## src/rtl/video_timing_gen_if.sv

```systemverilog
// Raster timing bundle between the timing generator (master) and the pixel
// source / TMDS encoders (slave). h_state/v_state expose the FSMs for debug.
interface video_timing_gen_if #(
  parameter int CW = 12
);
  logic          en;
  logic          de;
  logic          hsync;
  logic          vsync;
  logic [CW-1:0] x;
  logic [CW-1:0] y;
  logic          line_start;
  logic          frame_start;
  logic [1:0]    h_state;
  logic [1:0]    v_state;

  // Handshake: no valid/ready. en is a pixel enable; every output is
  // registered and describes the pixel counted on the last cycle with en=1.
  // The pulse outputs are high for exactly one clk per emitted pixel.
  modport master (
    input  en,
    output de, hsync, vsync, x, y, line_start, frame_start, h_state, v_state
  );

  modport slave (
    output en,
    input  de, hsync, vsync, x, y, line_start, frame_start, h_state, v_state
  );
endinterface

```

## src/rtl/video_timing_gen.sv

```systemverilog
// Raster timing generator: horizontal and vertical FSMs plus pixel counters,
// with all outputs registered one enabled clock behind the counters.
module video_timing_gen #(
  parameter int   H_ACTIVE  = 640,
  parameter int   H_FP      = 16,
  parameter int   H_SYNC    = 96,
  parameter int   H_BP      = 48,
  parameter int   V_ACTIVE  = 480,
  parameter int   V_FP      = 10,
  parameter int   V_SYNC    = 2,
  parameter int   V_BP      = 33,
  parameter logic HSYNC_POL = 1'b0,
  parameter logic VSYNC_POL = 1'b0,
  parameter int   CW        = 12
) (
  input  logic                clk,
  input  logic                reset,
  video_timing_gen_if.master  bus
);

  localparam int H_TOTAL = H_ACTIVE + H_FP + H_SYNC + H_BP;
  localparam int V_TOTAL = V_ACTIVE + V_FP + V_SYNC + V_BP;

  // Last counter value of each region; the FSM leaves the region on it.
  localparam logic [CW-1:0] H_ACT_LAST  = CW'(H_ACTIVE - 1);
  localparam logic [CW-1:0] H_FP_LAST   = CW'(H_ACTIVE + H_FP - 1);
  localparam logic [CW-1:0] H_SYNC_LAST = CW'(H_ACTIVE + H_FP + H_SYNC - 1);
  localparam logic [CW-1:0] H_LAST      = CW'(H_TOTAL - 1);
  localparam logic [CW-1:0] V_ACT_LAST  = CW'(V_ACTIVE - 1);
  localparam logic [CW-1:0] V_FP_LAST   = CW'(V_ACTIVE + V_FP - 1);
  localparam logic [CW-1:0] V_SYNC_LAST = CW'(V_ACTIVE + V_FP + V_SYNC - 1);
  localparam logic [CW-1:0] V_LAST      = CW'(V_TOTAL - 1);

  typedef enum logic [1:0] {
    S_H_ACT  = 2'd0,
    S_H_FP   = 2'd1,
    S_H_SYNC = 2'd2,
    S_H_BP   = 2'd3
  } h_state_t;

  typedef enum logic [1:0] {
    S_V_ACT  = 2'd0,
    S_V_FP   = 2'd1,
    S_V_SYNC = 2'd2,
    S_V_BP   = 2'd3
  } v_state_t;

  h_state_t      r_h_state;
  v_state_t      r_v_state;
  logic [CW-1:0] r_h_cnt;
  logic [CW-1:0] r_v_cnt;
  logic          r_de;
  logic          r_hsync;
  logic          r_vsync;
  logic [CW-1:0] r_x;
  logic [CW-1:0] r_y;
  logic          r_line_start;
  logic          r_frame_start;

  logic          w_h_wrap;
  logic          w_v_wrap;

  assign w_h_wrap = (r_h_cnt == H_LAST);
  assign w_v_wrap = (r_v_cnt == V_LAST);

  always_ff @(posedge clk or posedge reset) begin
    if (reset) begin
      r_h_state     <= S_H_ACT;
      r_v_state     <= S_V_ACT;
      r_h_cnt       <= '0;
      r_v_cnt       <= '0;
      r_de          <= 1'b0;
      r_hsync       <= ~HSYNC_POL;
      r_vsync       <= ~VSYNC_POL;
      r_x           <= '0;
      r_y           <= '0;
      r_line_start  <= 1'b0;
      r_frame_start <= 1'b0;
    end else if (bus.en) begin
      // Outputs describe the pixel the counters point at before advancing.
      r_x           <= r_h_cnt;
      r_y           <= r_v_cnt;
      r_de          <= (r_h_state == S_H_ACT) && (r_v_state == S_V_ACT);
      r_hsync       <= (r_h_state == S_H_SYNC) ? HSYNC_POL : ~HSYNC_POL;
      r_vsync       <= (r_v_state == S_V_SYNC) ? VSYNC_POL : ~VSYNC_POL;
      r_line_start  <= (r_h_cnt == '0);
      r_frame_start <= (r_h_cnt == '0) && (r_v_cnt == '0);

      if (w_h_wrap) begin
        r_h_cnt <= '0;
      end else begin
        r_h_cnt <= r_h_cnt + CW'(1);
      end

      case (r_h_state)
        S_H_ACT:  if (r_h_cnt == H_ACT_LAST)  r_h_state <= S_H_FP;
        S_H_FP:   if (r_h_cnt == H_FP_LAST)   r_h_state <= S_H_SYNC;
        S_H_SYNC: if (r_h_cnt == H_SYNC_LAST) r_h_state <= S_H_BP;
        S_H_BP:   if (w_h_wrap)               r_h_state <= S_H_ACT;
        default:                              r_h_state <= S_H_ACT;
      endcase

      // Vertical side moves only at the end of a line.
      if (w_h_wrap) begin
        if (w_v_wrap) begin
          r_v_cnt <= '0;
        end else begin
          r_v_cnt <= r_v_cnt + CW'(1);
        end

        case (r_v_state)
          S_V_ACT:  if (r_v_cnt == V_ACT_LAST)  r_v_state <= S_V_FP;
          S_V_FP:   if (r_v_cnt == V_FP_LAST)   r_v_state <= S_V_SYNC;
          S_V_SYNC: if (r_v_cnt == V_SYNC_LAST) r_v_state <= S_V_BP;
          S_V_BP:   if (w_v_wrap)               r_v_state <= S_V_ACT;
          default:                              r_v_state <= S_V_ACT;
        endcase
      end
    end else begin
      r_line_start  <= 1'b0;
      r_frame_start <= 1'b0;
    end
  end

  assign bus.de          = r_de;
  assign bus.hsync       = r_hsync;
  assign bus.vsync       = r_vsync;
  assign bus.x           = r_x;
  assign bus.y           = r_y;
  assign bus.line_start  = r_line_start;
  assign bus.frame_start = r_frame_start;
  assign bus.h_state     = r_h_state;
  assign bus.v_state     = r_v_state;

endmodule

```

## src/flat_wrapper.sv

```systemverilog
// flat-port wrapper written by rule: the top's interface ports become plain ports
module video_timing_gen_flat 
#(
  parameter int   H_ACTIVE  = 640,
  parameter int   H_FP      = 16,
  parameter int   H_SYNC    = 96,
  parameter int   H_BP      = 48,
  parameter int   V_ACTIVE  = 480,
  parameter int   V_FP      = 10,
  parameter int   V_SYNC    = 2,
  parameter int   V_BP      = 33,
  parameter logic HSYNC_POL = 1'b0,
  parameter logic VSYNC_POL = 1'b0,
  parameter int   CW        = 12
)
  (clk, reset, bus_en, bus_de, bus_hsync, bus_vsync, bus_x, bus_y, bus_line_start, bus_frame_start, bus_h_state, bus_v_state);
  video_timing_gen_if #(.CW(CW)) bus_i ();
  input  logic clk;
  input  logic reset;
  input wire logic [$bits(bus_i.en)-1:0] bus_en;
  output wire logic [$bits(bus_i.de)-1:0] bus_de;
  output wire logic [$bits(bus_i.hsync)-1:0] bus_hsync;
  output wire logic [$bits(bus_i.vsync)-1:0] bus_vsync;
  output wire logic [$bits(bus_i.x)-1:0] bus_x;
  output wire logic [$bits(bus_i.y)-1:0] bus_y;
  output wire logic [$bits(bus_i.line_start)-1:0] bus_line_start;
  output wire logic [$bits(bus_i.frame_start)-1:0] bus_frame_start;
  output wire logic [$bits(bus_i.h_state)-1:0] bus_h_state;
  output wire logic [$bits(bus_i.v_state)-1:0] bus_v_state;
  assign bus_i.en = bus_en;
  assign bus_de = bus_i.de;
  assign bus_hsync = bus_i.hsync;
  assign bus_vsync = bus_i.vsync;
  assign bus_x = bus_i.x;
  assign bus_y = bus_i.y;
  assign bus_line_start = bus_i.line_start;
  assign bus_frame_start = bus_i.frame_start;
  assign bus_h_state = bus_i.h_state;
  assign bus_v_state = bus_i.v_state;
  video_timing_gen #(.H_ACTIVE(H_ACTIVE), .H_FP(H_FP), .H_SYNC(H_SYNC), .H_BP(H_BP), .V_ACTIVE(V_ACTIVE), .V_FP(V_FP), .V_SYNC(V_SYNC), .V_BP(V_BP), .HSYNC_POL(HSYNC_POL), .VSYNC_POL(VSYNC_POL), .CW(CW)) u_core (.clk(clk), .reset(reset), .bus(bus_i));
endmodule
```

## config.mk

```make
export PLATFORM = sky130hd
export DESIGN_NAME = video_timing_gen_flat
export DESIGN_NICKNAME = d
export VERILOG_FILES = /design/src/rtl/video_timing_gen_if.sv /design/src/rtl/video_timing_gen.sv /design/src/flat_wrapper.sv
export SDC_FILE = /design/constraint.sdc
export NUM_CORES = 1
export LEC_CHECK = 0
export BUFFER_PORTS_ARGS = -buffer_cell sky130_fd_sc_hd__clkbuf_2
export CAP_MARGIN = 20
export CORE_MARGIN = 2
export CORE_UTILIZATION = 44
export DETAILED_ROUTE_END_ITERATION = 6
export GPL_TIMING_DRIVEN = 0
export HOLD_SLACK_MARGIN = 0.08
export PLACE_DENSITY_LB_ADDON = 0.2
export SETUP_SLACK_MARGIN = 0.02
export SLEW_MARGIN = 20
export SYNTH_ARGS = -nofsm -noshare
export SYNTH_HDL_FRONTEND = slang
export SYNTH_SLANG_ARGS = --single-unit
```

## constraint.sdc

```tcl
create_clock -name clk -period 2.05 [get_ports clk]
set_input_delay 0.3075 -clock clk [delete_from_list [all_inputs] [get_ports clk]]
set_output_delay 0.3075 -clock clk [all_outputs]
set_load 0.02 [all_outputs]
```

Word level (Yosys, flattened, before mapping). Cells that the tools add are included.

$add $sub $neg: 2. Equal/unequal tests: 22. Multiplexer cells: 16. Reductions and logical operators: 9.

Operators by type and width (number): 12-bit by 10-bit equality test with 1-bit output (second input constant) (5); 12-bit by 9-bit equality test with 1-bit output (second input constant) (3); 12-bit by 1-bit adder with 12-bit output (second input constant) (2); 12-bit zero test (2); 12-bit 2-to-1 mux (2); 2-bit 2-to-1 mux (8); 2-bit one-hot mux with 4 select lines (2); 2-bit equality test (second input constant) (4); 2-bit by 1-bit inequality test with 1-bit output (second input constant) (4); 2-bit inequality test (second input constant) (4); 6-bit AND reduction (1); 5-bit AND reduction (1); 2-bit by 1-bit equality test with 1-bit output (second input constant) (2); 2-bit zero test (2); 1-bit 2-to-1 mux (4); 1-bit logical AND (2); 2-bit AND reduction (1).

Flip-flop bits (word level): 57. Input bits: 3. Output and inout bits: 33. Word-level logic and storage cells: 60.

Longest topological paths before layout.
Depth in word-level cells: 3. Gate-level depth with buffers: 7. Gate-level depth less buffers: 7.

Worst setup path before layout. OpenSTA, ideal clock, no wires.

Path type: register -> register. Start point: register u_core.r_v_cnt[0]. End point: register u_core.r_v_state[1], in the netlist u_core.bus.v_state[1]. Library setup time: 125 ps. Data arrival time: 2091 ps. Data required time: 1925 ps. Path slack: -166 ps. Stages on the path, launching flop included: 8. Path buffers: 0. Period minus slack after synthesis: 2216 ps. Cells stage by stage: dfrtp_1 -> inv_1 -> ha_1 -> or4b_4 -> nor3_4 -> nor2b_1 -> a2111oi_4 -> mux2_4.

Cells in the longest elaborated chain, start to end: 3. Elaborated cells between the ends (all ways): 9. Classes of those cells: eq/ne: 8; reduce/logical: 1.

RTL lines: start, declared (RTL line video_timing_gen.sv:51) `logic [CW-1:0] r_v_cnt;`; start signal, assigned (RTL line video_timing_gen.sv:108) `r_v_cnt <= r_v_cnt + CW'(1);`; 12-bit by 9-bit equality test with 1-bit output (tied with other cells) (RTL line video_timing_gen.sv:112) `S_V_ACT: if (r_v_cnt == V_ACT_LAST) r_v_state <= S_V_FP;`; 2-bit inequality test (no source line) / 2-bit by 1-bit inequality test with 1-bit output (equally long branches); 6-bit AND reduction (no source line) (*); end signal, assigned (RTL line video_timing_gen.sv:112); end signal, assigned (RTL line video_timing_gen.sv:113) `S_V_FP: if (r_v_cnt == V_FP_LAST) r_v_state <= S_V_SYNC;`; end signal, assigned (RTL line video_timing_gen.sv:114) `S_V_SYNC: if (r_v_cnt == V_SYNC_LAST) r_v_state <= S_V_BP;`; end, declared (RTL line video_timing_gen.sv:49) `v_state_t r_v_state;`.

Every way passes the cells marked *; elsewhere a longest branch is shown, timed or not. A chain may end at the register's enable or synchronous reset.

Worst setup path in the final report. Ends and elaborated chain as after synthesis.

==> results.txt <==
The top cell types in the final layout, fill and taps aside, are 53 x sky130_fd_sc_hd__dfrtp_1, 35 x sky130_fd_sc_hd__clkbuf_2, 24 x sky130_fd_sc_hd__mux2_2. TritonCTS built the clock tree. The maximum level of the CTS H-tree is 3. The number of register bits inferred by synthesis is 57.

The worst slew slack as a fraction of its limit is 0.530. In the routed layout, each cell is associated on average with a via count of 5.27. The flow ran to the end, but the final reports show violations.

The reported max-cap violation count is 0. The congestion estimate from routability-driven global placement came to 0.784. The via count of the first global-routing pass came to 1848.

The cell with the largest stage delay on the worst path is sky130_fd_sc_hd__or4b_4. Across all layers, the routed design uses 2044 vias. Before CTS, the worst setup slack after placement is -313 ps. The overall power of the completed layout came out at 2720 uW. The count of buffers added on input and output ports is 35.

Summing every instance area after synthesis gives 2830 sq um. The worst-case clock buffer depth is 2. The library cell used most frequently in the layout, excluding fill and tap cells, is sky130_fd_sc_hd__dfrtp_1. The top fanout value on the critical path came out at 3. The worst setup path is captured at a flop. The slew at the pin closest to its max-slew limit is 705 ps. The count of routing violations after the opening detailed-route iteration came out at 151.

Clock tree synthesis inserted a total of 9 buffers. For this run the aggregate overflow at the end of global routing stands at 0. The total placed instance area is 3110 sq um.

In the final routed layout, each cell accounts on average for 14.7 um. The final-stage net count came out at 324. The total count of max-transition violations in the final report came out at 0.

On the worst path, the slowest cell contributes a delay of 470 ps. The area of the core came out at 6280 sq um. The number of library cell types mapped by synthesis is 42. The final core area utilization came out at 0.562.

The clock slew seen by the registers of the worst setup and hold paths is 70 ps. The hold buffer count at CTS is 0. The die is 84.3 um tall. The sequential cells in the finished layout cover a total of 1430 sq um. The sequential share of the synthesized area is 0.504. The top achievable clock speed came out at 0.451 GHz. Setup repair after global routing could not meet its margin everywhere.

The multi-input combinational cells in the finished layout cover a total of 1360 sq um. The floorplan has 29 rows. 0 antenna diodes ended up in the layout.

The final critical-path required period is 2220 ps. The tree is rooted in a sky130_fd_sc_hd__clkbuf_8. The finished cells cover 3530 sq um.

For this run, the total global-route usage over all layers was measured as 0.166. The initial antenna violation count came to 0. The critical path goes through inv_2 > ha_4 > or4b_4 > nor3_4 > nor2b_2 > a2111oi_4 > mux2_4. CTS saw 57 sinks. In the finished design, the share of the clock period the worst path needs comes to 1.08. The analysis attributes to cell leakage a power of 0.00171 uW. The detailed-router iteration count before antenna repair is 4. The count of nets left with antenna violations once routing finished came out at 0. The floorplan step set the die width to 84.3 um. Adding up every negative setup slack in the final design gives -341 ps. For the worst-skew pair, the clock arrives at the later sink with an insertion delay of 340 ps. The post-synthesis to final-layout area growth is 24.4%. The critical path buffer and inverter count came out at 1. The critical path is of the reg -> reg type. The setup skew after layout came out at 10.7 ps. The worst hold path belongs to the class in -> async.

The final routed wirelength across all metal layers is 5720 um. In the synthesized netlist, the number of instances is 245. The pin count of the biggest net entering global routing is 58. In this run the count of I/O pins placed on the die edge is 36.

The initial standard-cell utilization of the core came out at 0.451. The worst setup path is launched from a flop. The post-route DRC violation count is 0. The number of nets in the synthesized netlist came out at 263. The Yosys step of the flow raised 0 warnings. The cell family contributing the most delay on the critical path is simple AND/OR/NAND/NOR gates. The arrival time reported for the critical path endpoint is 2440 ps.

The average instance in the mapped netlist occupies 11.6 sq um. The data required time of the critical path came out at 2280 ps. The areal power density over the cells is 770 nW/um^2. Fill cells in the final layout number 548.

The first global-routing pass estimated 9310 um of wire. Setup violations remaining at the end of the flow were counted as 4. The largest vdd supply drop came out at 0.000479 V. The checks that failed: negative setup slack. Of the cells placed in the final design, the portion with a size suffix greater than 1 is 0.412. In the post-route analysis, the smallest setup slack over all paths is -167 ps. The estimated wirelength of the detail-placed design is 3630 um. The final hold violation count came out at 0.

The total die area came out at 7100 sq um.
synthesized netlist by cell type:
library cell,n,share of area
sky130_fd_sc_hd__or3_2,1,0.0026
sky130_fd_sc_hd__and2_1,1,0.0022
sky130_fd_sc_hd__buf_1,3,0.0040
sky130_fd_sc_hd__nand3b_1,1,0.0026
sky130_fd_sc_hd__mux2_4,1,0.0053
sky130_fd_sc_hd__nand2_4,1,0.0040
sky130_fd_sc_hd__nand3_1,11,0.019
sky130_fd_sc_hd__clkbuf_1,4,0.0053
sky130_fd_sc_hd__xnor2_1,10,0.031
sky130_fd_sc_hd__nand2b_1,1,0.0022
sky130_fd_sc_hd__mux2i_1,4,0.014
sky130_fd_sc_hd__a21oi_1,1,0.0018
sky130_fd_sc_hd__or4_4,2,0.0079
sky130_fd_sc_hd__inv_1,15,0.020
sky130_fd_sc_hd__nor2b_1,4,0.0088
sky130_fd_sc_hd__ha_1,15,0.066
sky130_fd_sc_hd__o2111a_1,1,0.0040
sky130_fd_sc_hd__nor4bb_1,1,0.0035
sky130_fd_sc_hd__o21ai_0,12,0.021
sky130_fd_sc_hd__nor4b_1,3,0.0093
sky130_fd_sc_hd__a31oi_1,1,0.0022
sky130_fd_sc_hd__dfrtp_1,55,0.49
sky130_fd_sc_hd__nand4_1,7,0.015
sky130_fd_sc_hd__a2111oi_4,1,0.0097
sky130_fd_sc_hd__and2_2,1,0.0026
sky130_fd_sc_hd__or4b_4,1,0.0049
sky130_fd_sc_hd__dfstp_2,2,0.019
sky130_fd_sc_hd__and3_1,5,0.011
sky130_fd_sc_hd__nor3_4,2,0.011
sky130_fd_sc_hd__nor4_1,2,0.0044
sky130_fd_sc_hd__buf_2,1,0.0018
sky130_fd_sc_hd__nor2_1,16,0.021
sky130_fd_sc_hd__buf_6,4,0.016
sky130_fd_sc_hd__nor3_1,3,0.0053
sky130_fd_sc_hd__nor3b_1,1,0.0026
sky130_fd_sc_hd__nand2_1,14,0.019
sky130_fd_sc_hd__o22ai_1,2,0.0044
sky130_fd_sc_hd__and3_2,2,0.0053
sky130_fd_sc_hd__xor2_1,5,0.015
sky130_fd_sc_hd__a22o_1,2,0.0062
sky130_fd_sc_hd__mux2_2,25,0.099
sky130_fd_sc_hd__o31ai_1,1,0.0026
metrics by stage:
step	cells	hold WS (ps)
after floorplan	245	479
after global placement	357	452
after detailed placement	357	459
after CTS	382	103
after global routing	388	142
final	388	70.4
path summary, 6_finish.rpt:
path / slack (ps) / to / depth (start not counted) / start
max reg2reg: -170 / u_core.bus.v_state[1]$_DFFE_PP0P_ / 7 / u_core.r_v_cnt[0]$_DFFE_PP0P_
max in group asynchronous: 1460 / u_core.r_h_cnt[6]$_DFFE_PP0P_ / 2 / reset
max: -170 / u_core.bus.v_state[1]$_DFFE_PP0P_ / 7 / u_core.r_v_cnt[0]$_DFFE_PP0P_
min in group clk: 270 / u_core.r_h_cnt[2]$_DFFE_PP0P_ / 3 / bus_en
min: 70 / u_core.r_v_cnt[10]$_DFFE_PP0P_ / 2 / reset
min reg2reg: 470 / u_core.bus.vsync$_DFFE_PP1P_ / 2 / u_core.bus.vsync$_DFFE_PP1P_
power breakdown:
group / switching, uW / internal, uW
sequential: 71.4 / 1220
clock: 459 / 585
combinational: 220 / 161
total: 751 / 1970
registers in the layout (all words and copies together), names as in the netlist:
name,flops
u_core.bus.line_start,1
u_core.bus.hsync,1
u_core.bus.h_state,2
u_core.bus.x,12
u_core.bus.vsync,1
u_core.bus.v_state,2
u_core.r_h_cnt,12
u_core.bus.y,12
u_core.r_v_cnt,12
u_core.bus.frame_start,1
u_core.bus.de,1
metal layers:
metal,wire length (um),vias up,share of wire,global-route usage
met5,0,-,0,0
met4,120,0,0.021,0.0880
met3,268,10,0.047,0.0374
met2,2550,50,0.45,0.228
met1,2790,1001,0.49,0.244
li1,-,983,-,-
what timing repair did:
action                     4_1_cts  5_1_grt
resized for setup               16       22
setup endpoints to repair        9       18
buffers inserted                11        8
pin swaps                       10       13
area by class of cell:
cell class	instances	share of cell area
sequential	57	0.406
multi-input combinational	161	0.384
timing repair buffer	52	0.0912
clock buffer	10	0.0390
tap	77	0.0273
buffer	10	0.0192
inverter	15	0.0167
clock inverter	6	0.0163
kinds of logic (layout without fill, tap and decap cells):
family,after synthesis,after routing,share of synthesized area
AND/OR/NAND/NOR,80,80,0.166
adder cells (fa/ha/maj),15,15,0.0662
multiplexers,30,30,0.119
buffers and inverters,27,93,0.0468
XOR/XNOR,15,15,0.0464
flip-flops,57,57,0.504
AO/OA/AOI/OAI,21,21,0.0521
Note: power is estimated with default switching activity, not from simulation.
